**src/rtl/sdrc_req_split.sv**
```systemverilog
// sdrc_req_split: splits one application request into page-bounded, burst-capped chunks
// for the bank stage. Optional macro SDRC_WRAP_EN: wrap requests issue a single unsplit chunk.
module sdrc_req_split #(
    parameter int SDR_REQ_ID_W = 4,
    parameter int REQ_BW       = 12,
    parameter int COL_BITS     = 9,
    parameter int BANK_BITS    = 2,
    parameter int ROW_BITS     = 13,
    parameter int APP_AW       = ROW_BITS + BANK_BITS + COL_BITS
) (
    input  logic                    clk,
    input  logic                    reset_n,
    input  logic                    app_req,
    input  logic [APP_AW-1:0]       app_req_addr,
    input  logic [REQ_BW-1:0]       app_req_len,
    input  logic                    app_req_wr,
    input  logic [SDR_REQ_ID_W-1:0] app_req_id,
    input  logic                    app_req_wrap,
    output logic                    app_req_ack,
    input  logic [REQ_BW-1:0]       cfg_max_burst,
    output logic                    r2b_req,
    output logic [SDR_REQ_ID_W-1:0] r2b_req_id,
    output logic                    r2b_start,
    output logic                    r2b_last,
    output logic                    r2b_wrap,
    output logic                    r2b_write,
    output logic [BANK_BITS-1:0]    r2b_ba,
    output logic [12:0]             r2b_raddr,
    output logic [12:0]             r2b_caddr,
    output logic [REQ_BW-1:0]       r2b_len,
    input  logic                    b2r_ack,
    output logic                    busy
);

    localparam int CW     = (REQ_BW > COL_BITS + 1) ? REQ_BW : COL_BITS + 1;
    localparam int ADDR_W = 13;
    localparam logic [CW-1:0] PAGE_WORDS = CW'(2 ** COL_BITS);

    typedef enum logic {
        IDLE  = 1'b0,
        ISSUE = 1'b1
    } state_e;

    state_e                  state_q, state_d;
    logic [APP_AW-1:0]       addr_q, addr_d;
    logic [REQ_BW-1:0]       rem_q, rem_d;
    logic                    first_q, first_d;
    logic                    wr_q, wr_d;
    logic [SDR_REQ_ID_W-1:0] id_q, id_d;
    logic                    ack_q, ack_d;
`ifdef SDRC_WRAP_EN
    logic                    wrap_q, wrap_d;
`else
    logic                    unused_wrap;
    assign unused_wrap = app_req_wrap;
`endif

    logic [COL_BITS-1:0] col;
    logic [CW-1:0]       page_rem;
    logic [CW-1:0]       rem_w;
    logic [CW-1:0]       cap_w;
    logic [CW-1:0]       chunk_w;
    logic [REQ_BW-1:0]   chunk;
    logic                last_chunk;

    // Chunk size depends only on registered state so r2b_* hold steady under backpressure.
    always_comb begin
        col      = addr_q[COL_BITS-1:0];
        page_rem = PAGE_WORDS - CW'(col);
        rem_w    = CW'(rem_q);
        cap_w    = CW'(cfg_max_burst);
        chunk_w  = rem_w;
        if (page_rem < chunk_w) begin
            chunk_w = page_rem;
        end
        if ((cap_w != '0) && (cap_w < chunk_w)) begin
            chunk_w = cap_w;
        end
`ifdef SDRC_WRAP_EN
        if (wrap_q) begin
            chunk_w = (rem_w > PAGE_WORDS) ? PAGE_WORDS : rem_w;
        end
`endif
        chunk = chunk_w[REQ_BW-1:0];
    end

`ifdef SDRC_WRAP_EN
    assign last_chunk = wrap_q || (chunk == rem_q);
`else
    assign last_chunk = (chunk == rem_q);
`endif

    // NOTE: every signal assigned here gets a default first, so no path leaves a latch behind.
    always_comb begin
        state_d = state_q;
        addr_d  = addr_q;
        rem_d   = rem_q;
        first_d = first_q;
        wr_d    = wr_q;
        id_d    = id_q;
        ack_d   = 1'b0;
`ifdef SDRC_WRAP_EN
        wrap_d  = wrap_q;
`endif
        case (state_q)
            IDLE: begin
                // The ack cycle itself must not re-accept a request still held high.
                if (app_req && !ack_q) begin
                    addr_d  = app_req_addr;
                    rem_d   = app_req_len;
                    first_d = 1'b1;
                    wr_d    = app_req_wr;
                    id_d    = app_req_id;
                    ack_d   = 1'b1;
`ifdef SDRC_WRAP_EN
                    wrap_d  = app_req_wrap;
`endif
                    if (app_req_len != '0) begin
                        state_d = ISSUE;
                    end
                end
            end
            ISSUE: begin
                if (b2r_ack) begin
                    rem_d   = rem_q - chunk;
                    // A chunk never crosses a page, so a plain add carries into bank, then row.
                    addr_d  = addr_q + APP_AW'(chunk);
                    first_d = 1'b0;
                    if (last_chunk) begin
                        state_d = IDLE;
                    end
                end
            end
            default: state_d = IDLE;
        endcase
    end

    // NOTE: sequential state uses non-blocking assignments so all flops sample pre-edge values.
    always_ff @(posedge clk or negedge reset_n) begin
        if (!reset_n) begin
            state_q <= IDLE;
            addr_q  <= '0;
            rem_q   <= '0;
            first_q <= 1'b0;
            wr_q    <= 1'b0;
            id_q    <= '0;
            ack_q   <= 1'b0;
`ifdef SDRC_WRAP_EN
            wrap_q  <= 1'b0;
`endif
        end else begin
            state_q <= state_d;
            addr_q  <= addr_d;
            rem_q   <= rem_d;
            first_q <= first_d;
            wr_q    <= wr_d;
            id_q    <= id_d;
            ack_q   <= ack_d;
`ifdef SDRC_WRAP_EN
            wrap_q  <= wrap_d;
`endif
        end
    end

    assign app_req_ack = ack_q;
    assign busy        = (state_q != IDLE);
    assign r2b_req     = (state_q == ISSUE);

    always_comb begin
        r2b_req_id = '0;
        r2b_start  = 1'b0;
        r2b_last   = 1'b0;
        r2b_wrap   = 1'b0;
        r2b_write  = 1'b0;
        r2b_ba     = '0;
        r2b_raddr  = '0;
        r2b_caddr  = '0;
        r2b_len    = '0;
        if (state_q == ISSUE) begin
            r2b_req_id = id_q;
            r2b_start  = first_q;
            r2b_last   = last_chunk;
            r2b_write  = wr_q;
            r2b_ba     = addr_q[COL_BITS +: BANK_BITS];
            r2b_raddr  = ADDR_W'(addr_q[APP_AW-1 -: ROW_BITS]);
            r2b_caddr  = ADDR_W'(col);
            r2b_len    = chunk;
`ifdef SDRC_WRAP_EN
            r2b_wrap   = wrap_q;
`endif
        end
    end

endmodule

```
**config.mk**
```make
export PLATFORM = sky130hd
export DESIGN_NAME = sdrc_req_split
export DESIGN_NICKNAME = d
export VERILOG_FILES = /design/src/rtl/sdrc_req_split.sv
export SDC_FILE = /design/constraint.sdc
export NUM_CORES = 1
export LEC_CHECK = 0
export ABC_AREA = 1
export CAP_MARGIN = 25
export CORE_MARGIN = 3
export CORE_UTILIZATION = 51
export DETAILED_ROUTE_END_ITERATION = 10
export PLACE_DENSITY_LB_ADDON = 0.1
export SLEW_MARGIN = 40
export SYNTH_ARGS = -nofsm -noshare
export SYNTH_HDL_FRONTEND = slang
export SYNTH_SLANG_ARGS = --single-unit
```
**constraint.sdc**
```tcl
create_clock -name clk -period 6.7 [get_ports clk]
set_input_delay 1.005 -clock clk [delete_from_list [all_inputs] [get_ports clk]]
set_output_delay 1.005 -clock clk [all_outputs]
set_load 0.02 [all_outputs]
```
==> impl_metrics.toml, run 1 <==
[clock_tree]
clk_pin_slew_ns = 0.10
insertion_delay_ns = 0.31
cts_tree = "done"
cts_root_buffer = "clkbuf_8"
htreeDepth = 2
clockBufferDepth = 2
cts_sinks = 44
cts_buffers = 5

[global_route]
grtUsageTotal_pct = 26.8
use_met3_pct = 3.61
use_met1_pct = 33.0
grt_pass1_vias = 4898
antenna_found_initial = 0
grt_pass1_wl_mm = 22.1
met2_usage_pct = 48.4
grt_max_degree = 72
grt_most_used_layer = "met2"
overflow = 0

[floorplan]
core_area_um2 = 8420
num_rows = 33
pin_count = 109
die_y_um = 100
start_util_pct = 53.8
die_w_um = 100
die_area_um2 = 10000

[synth]
synth_simple_gate_area_share_pct = 26.4
synth_top_family_by_area = "simple AND/OR/NAND/NOR gates"
ys_seq_area_share_pct = 24.3
synth-edff-count = 0
synth.area.mux_share_pct = 0
yosysWarnings = 0
synth_area_um2 = 4530
synth_compound_area_share_pct = 18.7
synth_fa_ha_area_share_pct = 13.3
avgSynthCellArea_um2 = 6.80
ys_types = 44
syn_inst = 666
synth-seq-cells = 44
synthFlopType = "dfrtp_1"
async_flop_share_pct = 100
synthXorXnorAreaFrac_pct = 4.26

[worst_setup_path]
path_class = "reg -> out"
worstPathMaxFanout = 13
endpoint_kind = "primary output"
r2r_slack_ns = 0.44
start_kind = "flip-flop"
cp_data_arrival_time_ns = 5.43
r2r_cells = 35
r2r_end = "addr_q[22]$_DFFE_PN0P_"
worst_ep_required_time_ns = 5.69
reg2reg_from = "addr_q[1]$_DFFE_PN0P_"

[finish]
fin_cells = 906
seq_area_um2 = 1100
syn_to_final_growth_pct = 34.4
fillCellCount = 722
design_area_um2 = 6090
antennaDiodeCount = 0
drive_above_1_share_pct = 15.5
nNetsFinal = 905
multi_input_area_um2 = 2920

[timing]
finalSetupViolCount = 0
hold_viol_final = 0
setup-tns-final_ns = 0
fmax_mhz = 155
fin_crit_sh_pct = 96.0
relSlewSlack_pct = 54.1
period_minus_slack_ns = 6.43
clock_skew_ns = 0.0104
tightest_slew_ns = 0.688
hold_ws_ns = 0.491
setup_ws_ns = 0.269
slew_violations = 0

[worst_hold_path]
holdCritStartpoint = "wr_q$_DFFE_PN0P_"
hold_end = "wr_q$_DFFE_PN0P_"
holdPathStages = 2
hold_class = "reg -> reg"

[detailed_routing]
routed_wl_mm = 13.4
wl_per_cell_um = 14.7
vias = 4863
antenna_left = 0
first_iter_violations = 179
drcViolationCount = 0
dr.pass1.iters = 5
viasPerCell = 5.37

[placement]
gp_congestion = 0.936
numPortBuffers = 102
place_area_um2 = 5900
dpl.cell_count = 897
pre_cts_ws_ns = -0.0969
dpl.hpwl_mm = 10.4

[power]
peakVddDrop_v = 0.000272
power.density_nw_per_um2 = 599
power.leakage_nw = 3.13

[run]
maxCapViolCount = 0

[status]
outcome = "finished, final reports clean"
-- cells by family (layout without fill, tap and decap cells) --
kind of cell,after synthesis,after routing
xor gates and xnor gates,22,22
adders and majority gates,47,47
AOI/OAI and AO/OA,141,141
other,2,7
buffers and inverters,142,272
DFF,44,44
and+or+nand+nor,268,268
-- worst max-delay path, cell delays in order, from the launching register on --
cell and delay, ns:
dfrtp_1 0.44, inv_1 0.09, ha_1 0.19, nand3_2 0.15, nor3_4 0.25, nand3_1 0.15, xor2_2 0.18, ha_1 0.30
nand3_2 0.11, inv_2 0.05, a21oi_4 0.18, nand2_4 0.13, o21ai_1 0.26, ha_1 0.31, a21oi_1 0.20, a21oi_2 0.10
a311oi_4 0.26, nand2_4 0.12, buf_4 0.15, nor2_1 0.22, inv_1 0.11, ha_1 0.33, nand2_1 0.07, nor4_2 0.26
nand3_1 0.16, nor2_1 0.16, buf_4 0.16
-- cell usage after synthesis (3+ instances only) --
library cell	number	area (um2)
nand2_1	146	548
inv_1	102	383
o21ai_0	58	290
ha_1	45	563
dfrtp_1	44	1100
nor2_1	40	150
a21oi_1	32	160
nand3_1	24	120
clkbuf_1	18	67.6
xor2_1	14	123
o22ai_1	13	81.3
nand2_2	12	75.1
nor2_2	12	75.1
inv_2	11	41.3
nor3_1	11	55.1
nor4_1	9	56.3
o211ai_1	9	67.6
o21ai_2	9	78.8
xnor2_1	8	70.1
buf_4	6	45.0
nand4_1	5	31.3
a31oi_1	4	25.0
o21ai_1	4	20.0
a21boi_1	3	22.5
nand2_4	3	33.8
-- worst max-delay path by stage --
| stage | from | end | slack, ns | depth (start not counted) |
|---|---|---|---|---|
| floorplan | addr_q[1]$_DFFE_PN0P_ | r2b_last | 0.74 | 31 |
| detailed placement | addr_q[1]$_DFFE_PN0P_ | r2b_last | -0.1 | 29 |
| finish | addr_q[1]$_DFFE_PN0P_ | r2b_last | 0.27 | 26 |
| global route | addr_q[1]$_DFFE_PN0P_ | r2b_last | -0.05 | 32 |
| global placement | addr_q[0]$_DFFE_PN0P_ | r2b_last | 0.03 | 29 |
| CTS | addr_q[1]$_DFFE_PN0P_ | r2b_last | 0.06 | 31 |
-- repair_timing --
item                       in CTS  in global routing
setup buffers                   0                  1
resized for setup               7                 20
hold buffers                    0                  0
pin swaps                       0                  6
setup endpoints to repair       1                  9
-- where the power goes --
group          internal, W  switching [W]
Sequential        0.000396       0.000125
Combinational      0.00125        0.00164
Clock             0.000122       0.000108
Total              0.00177        0.00188
-- flip-flops by register name, indices dropped and copies added (netlist names) --
register     count
addr_q          24
rem_q           12
id_q             4
app_req_ack      1
busy             1
first_q          1
wr_q             1
-- cell type report --
type                            instances  area share, %
Clock buffer                            6           1.36
Multi-Input combinational cell        485           48.0
Timing Repair Buffer                  149           22.5
Tap cell                              105           2.16
Sequential cell                        44           18.1
Clock inverter                          2          0.637
Inverter                              115           7.21
-- placed cells by master (no fill, tap or decap), types with 5 or more instances in the layout --
| cell type | Yosys | routed |
|---|---|---|
| nand4_1 | 5 | 5 |
| o21ai_0 | 58 | 49 |
| clkdlybuf4s50_1 | 0 | 100 |
| xor2_1 | 14 | 13 |
| conb_1 | 2 | 7 |
| o21ai_1 | 4 | 10 |
| o22ai_1 | 13 | 13 |
| dfrtp_1 | 44 | 42 |
| nor2_1 | 40 | 39 |
| o211ai_1 | 9 | 9 |
| nor2_2 | 12 | 13 |
| nor4_1 | 9 | 7 |
| buf_4 | 6 | 49 |
| ha_1 | 45 | 45 |
| o21ai_2 | 9 | 12 |
| nor3_1 | 11 | 9 |
| clkbuf_8 | 0 | 6 |
| xnor2_1 | 8 | 8 |
| inv_1 | 102 | 102 |
| nand2_2 | 12 | 12 |
| nand3_1 | 24 | 23 |
| a21oi_1 | 32 | 31 |
| inv_2 | 11 | 11 |
| nand2_1 | 146 | 146 |
-- through the flow --
stage	utilization [%]	total power, W
2_1_floorplan	-	0.00239
3_3_place_gp	70.0	0.00326
3_5_place_dp	70.1	0.00334
4_1_cts	71.6	0.00360
5_1_grt	72.3	0.00403
6_report	72.3	0.00364
-- routing by layer --
layer  wire length [um]  vias to the layer above
li1                   -                     2428
met1               5600                     2268
met2               6750                      142
met3                664                       25
met4                345                        0
met5                  0                        -
No activity file was read; power rests on OpenSTA's default activity.
==> run 2, diff against run 1 <==
--- a/config.mk
+++ b/config.mk
@@ -9,6 +9,7 @@
 export CAP_MARGIN = 25
 export CORE_MARGIN = 3
 export CORE_UTILIZATION = 51
+export CTS_BUF_LIST = sky130_fd_sc_hd__clkbuf_16
 export DETAILED_ROUTE_END_ITERATION = 10
 export PLACE_DENSITY_LB_ADDON = 0.1
 export SLEW_MARGIN = 40
==> run 2 against run 1 <==
Cell count shrank 0.11%. Final area grew 0.58%. Clock-buffer cell count fell by 1. Wire length is 1.2% higher. Non-clock buffer count decreased by 1. Worst setup slack better by 0.066 ns. Clock skew shrank 0.0032 ns. Largest cell class unchanged. Highest routed layer unchanged.
==> impl_metrics.toml, run 2 (same netlist as run 1, synthesis figures left out) <==
[timing]
hold_viol_final = 0
tightest_slew_ns = 0.690
fmax_mhz = 157
relSlewSlack_pct = 54.0
period_minus_slack_ns = 6.36
slew_violations = 0
setup_ws_ns = 0.335
clock_skew_ns = 0.00716
finalSetupViolCount = 0
fin_crit_sh_pct = 95.0

[worst_hold_path]
holdCritStartpoint = "wr_q$_DFFE_PN0P_"
hold_class = "reg -> reg"
holdPathStages = 2

[floorplan]
core_area_um2 = 8420
die_area_um2 = 10000
start_util_pct = 53.8
die_w_um = 100
die_y_um = 100
pin_count = 109
num_rows = 33

[worst_setup_path]
reg2reg_from = "addr_q[0]$_DFFE_PN0P_"
cp_data_arrival_time_ns = 5.36
critical_path.top_delay_family = "simple AND/OR/NAND/NOR gates"
r2r_slack_ns = 0.45
endpoint_kind = "primary output"
cpPeakStageDelay_ns = 0.44
cp-startpoint = "addr_q[0]$_DFFE_PN0P_"
path_buf_inv = 6
worstPathMaxFanout = 13
path_class = "reg -> out"
crit_top_cell = "ha_1"
worst_ep_required_time_ns = 5.69
r2r_cells = 35
cp_slowest_cell = "dfrtp_1"
crit_cells = 29
start_kind = "flip-flop"

[global_route]
grt_pass1_vias = 4923
antenna_found_initial = 0
overflow = 0
grt_pass1_wl_mm = 22.3
grt_max_degree = 72
grtUsageTotal_pct = 27.1

[power]
p_comb_share_pct = 78.1
swShare_pct = 50.9
p_sw_w = 0.00189
power.internal_w = 0.00182
clockPowerShare_pct = 7.8
power.density_nw_per_um2 = 606
power_frac_seq_pct = 14.1
peakVddDrop_v = 0.000277
power.leakage_nw = 3.14
total_power_w = 0.00371

[run]
maxCapViolCount = 0

[detailed_routing]
wl_per_cell_um = 14.9
dr.pass1.iters = 4
first_iter_violations = 200
drcViolationCount = 0
routed_wl_mm = 13.5
viasPerCell = 5.35
vias = 4839
antenna_left = 0

[clock_tree]
cts_sinks = 44
clk_pin_slew_ns = 0.07
clockBufferDepth = 2
cts_setup_buffers = 0
cts_tree = "done"
insertion_delay_ns = 0.29
cts_buffers = 5
htreeDepth = 2
cts_root_buffer = "clkbuf_16"

[finish]
syn_to_final_growth_pct = 35.2
fin_cells = 905
reg.largest.list = "addr_q (24), rem_q (12), id_q (4)"
largest_register = "addr_q"
layout_common_cells = "nand2_1 (146), inv_1 (102), clkdlybuf4s50_1 (100)"
layout_commonest_cell = "nand2_1"
nNetsFinal = 904
largest_reg_flops = 24
drive_above_1_share_pct = 15.1
antennaDiodeCount = 0

[status]
outcome = "finished, final reports clean"

[placement]
dpl.hpwl_mm = 10.4
dpl.cell_count = 897
gp_congestion = 0.936
pre_cts_ws_ns = -0.0969
numPortBuffers = 102
[run 2: per-layer routing]
metal	global-route usage [%]	part of all wire (%)	wire length, um
met1	33.1	42	5610
met3	3.75	4.8	653
met2	48.8	51	6870
met4	8.91	2.8	375
met5	0	0	0
[run 2: worst paths after layout]
path                                     endpoint
setup / recovery                         r2b_last
hold / removal                   wr_q$_DFFE_PN0P_
setup reg to reg           addr_q[22]$_DFFE_PN0P_
hold reg to reg                  wr_q$_DFFE_PN0P_
max in group asynchronous          busy$_DFF_PN0_
min in group asynchronous  addr_q[22]$_DFFE_PN0P_
[run 2: final cells by class]
cell class | count | area [um2]
Tap cell | 105 | 131
Sequential cell | 44 | 1100
Clock inverter | 3 | 42.5
Inverter | 115 | 439
Clock buffer | 5 | 125
Timing Repair Buffer | 148 | 1360
Fill cell | 714 | 2300
Multi-Input combinational cell | 485 | 2920
[run 2: worst min-delay path, stage by stage, from the launching register on]
cell and delay, ns:
dfrtp_1 0.35, nand2_1 0.05, nand2_1 0.05
[run 2: stage by stage]
stage          setup TNS (ns)  utilization [%]  hold slack, ns  cell area (um2)
5_1_grt               -0.0172             72.7           0.505             6120
3_5_place_dp          -0.0969             70.1           0.463             5900
2_1_floorplan               0                -           0.442             4550
3_3_place_gp                0             70.0           0.455             5900
4_1_cts                     0             72.1           0.480             6080
6_report                    0             72.7           0.481             6120
[run 2: power groups by stage]
stage	Combinational [W]	Sequential, W	Clock [W]
2_1_floorplan	0.00190	0.000493	0
3_3_place_gp	0.00275	0.000507	0
3_5_place_dp	0.00283	0.000514	0
4_1_cts	0.00287	0.000512	0.000291
5_1_grt	0.00325	0.000541	0.000301
6_report	0.00290	0.000522	0.000290
[run 2: timing repair]
action,in CTS,in global routing
endpoints found under the setup margin,1,9
hold buffers,0,0
gates cloned,0,0
pin swaps,0,2
resized for setup,7,17
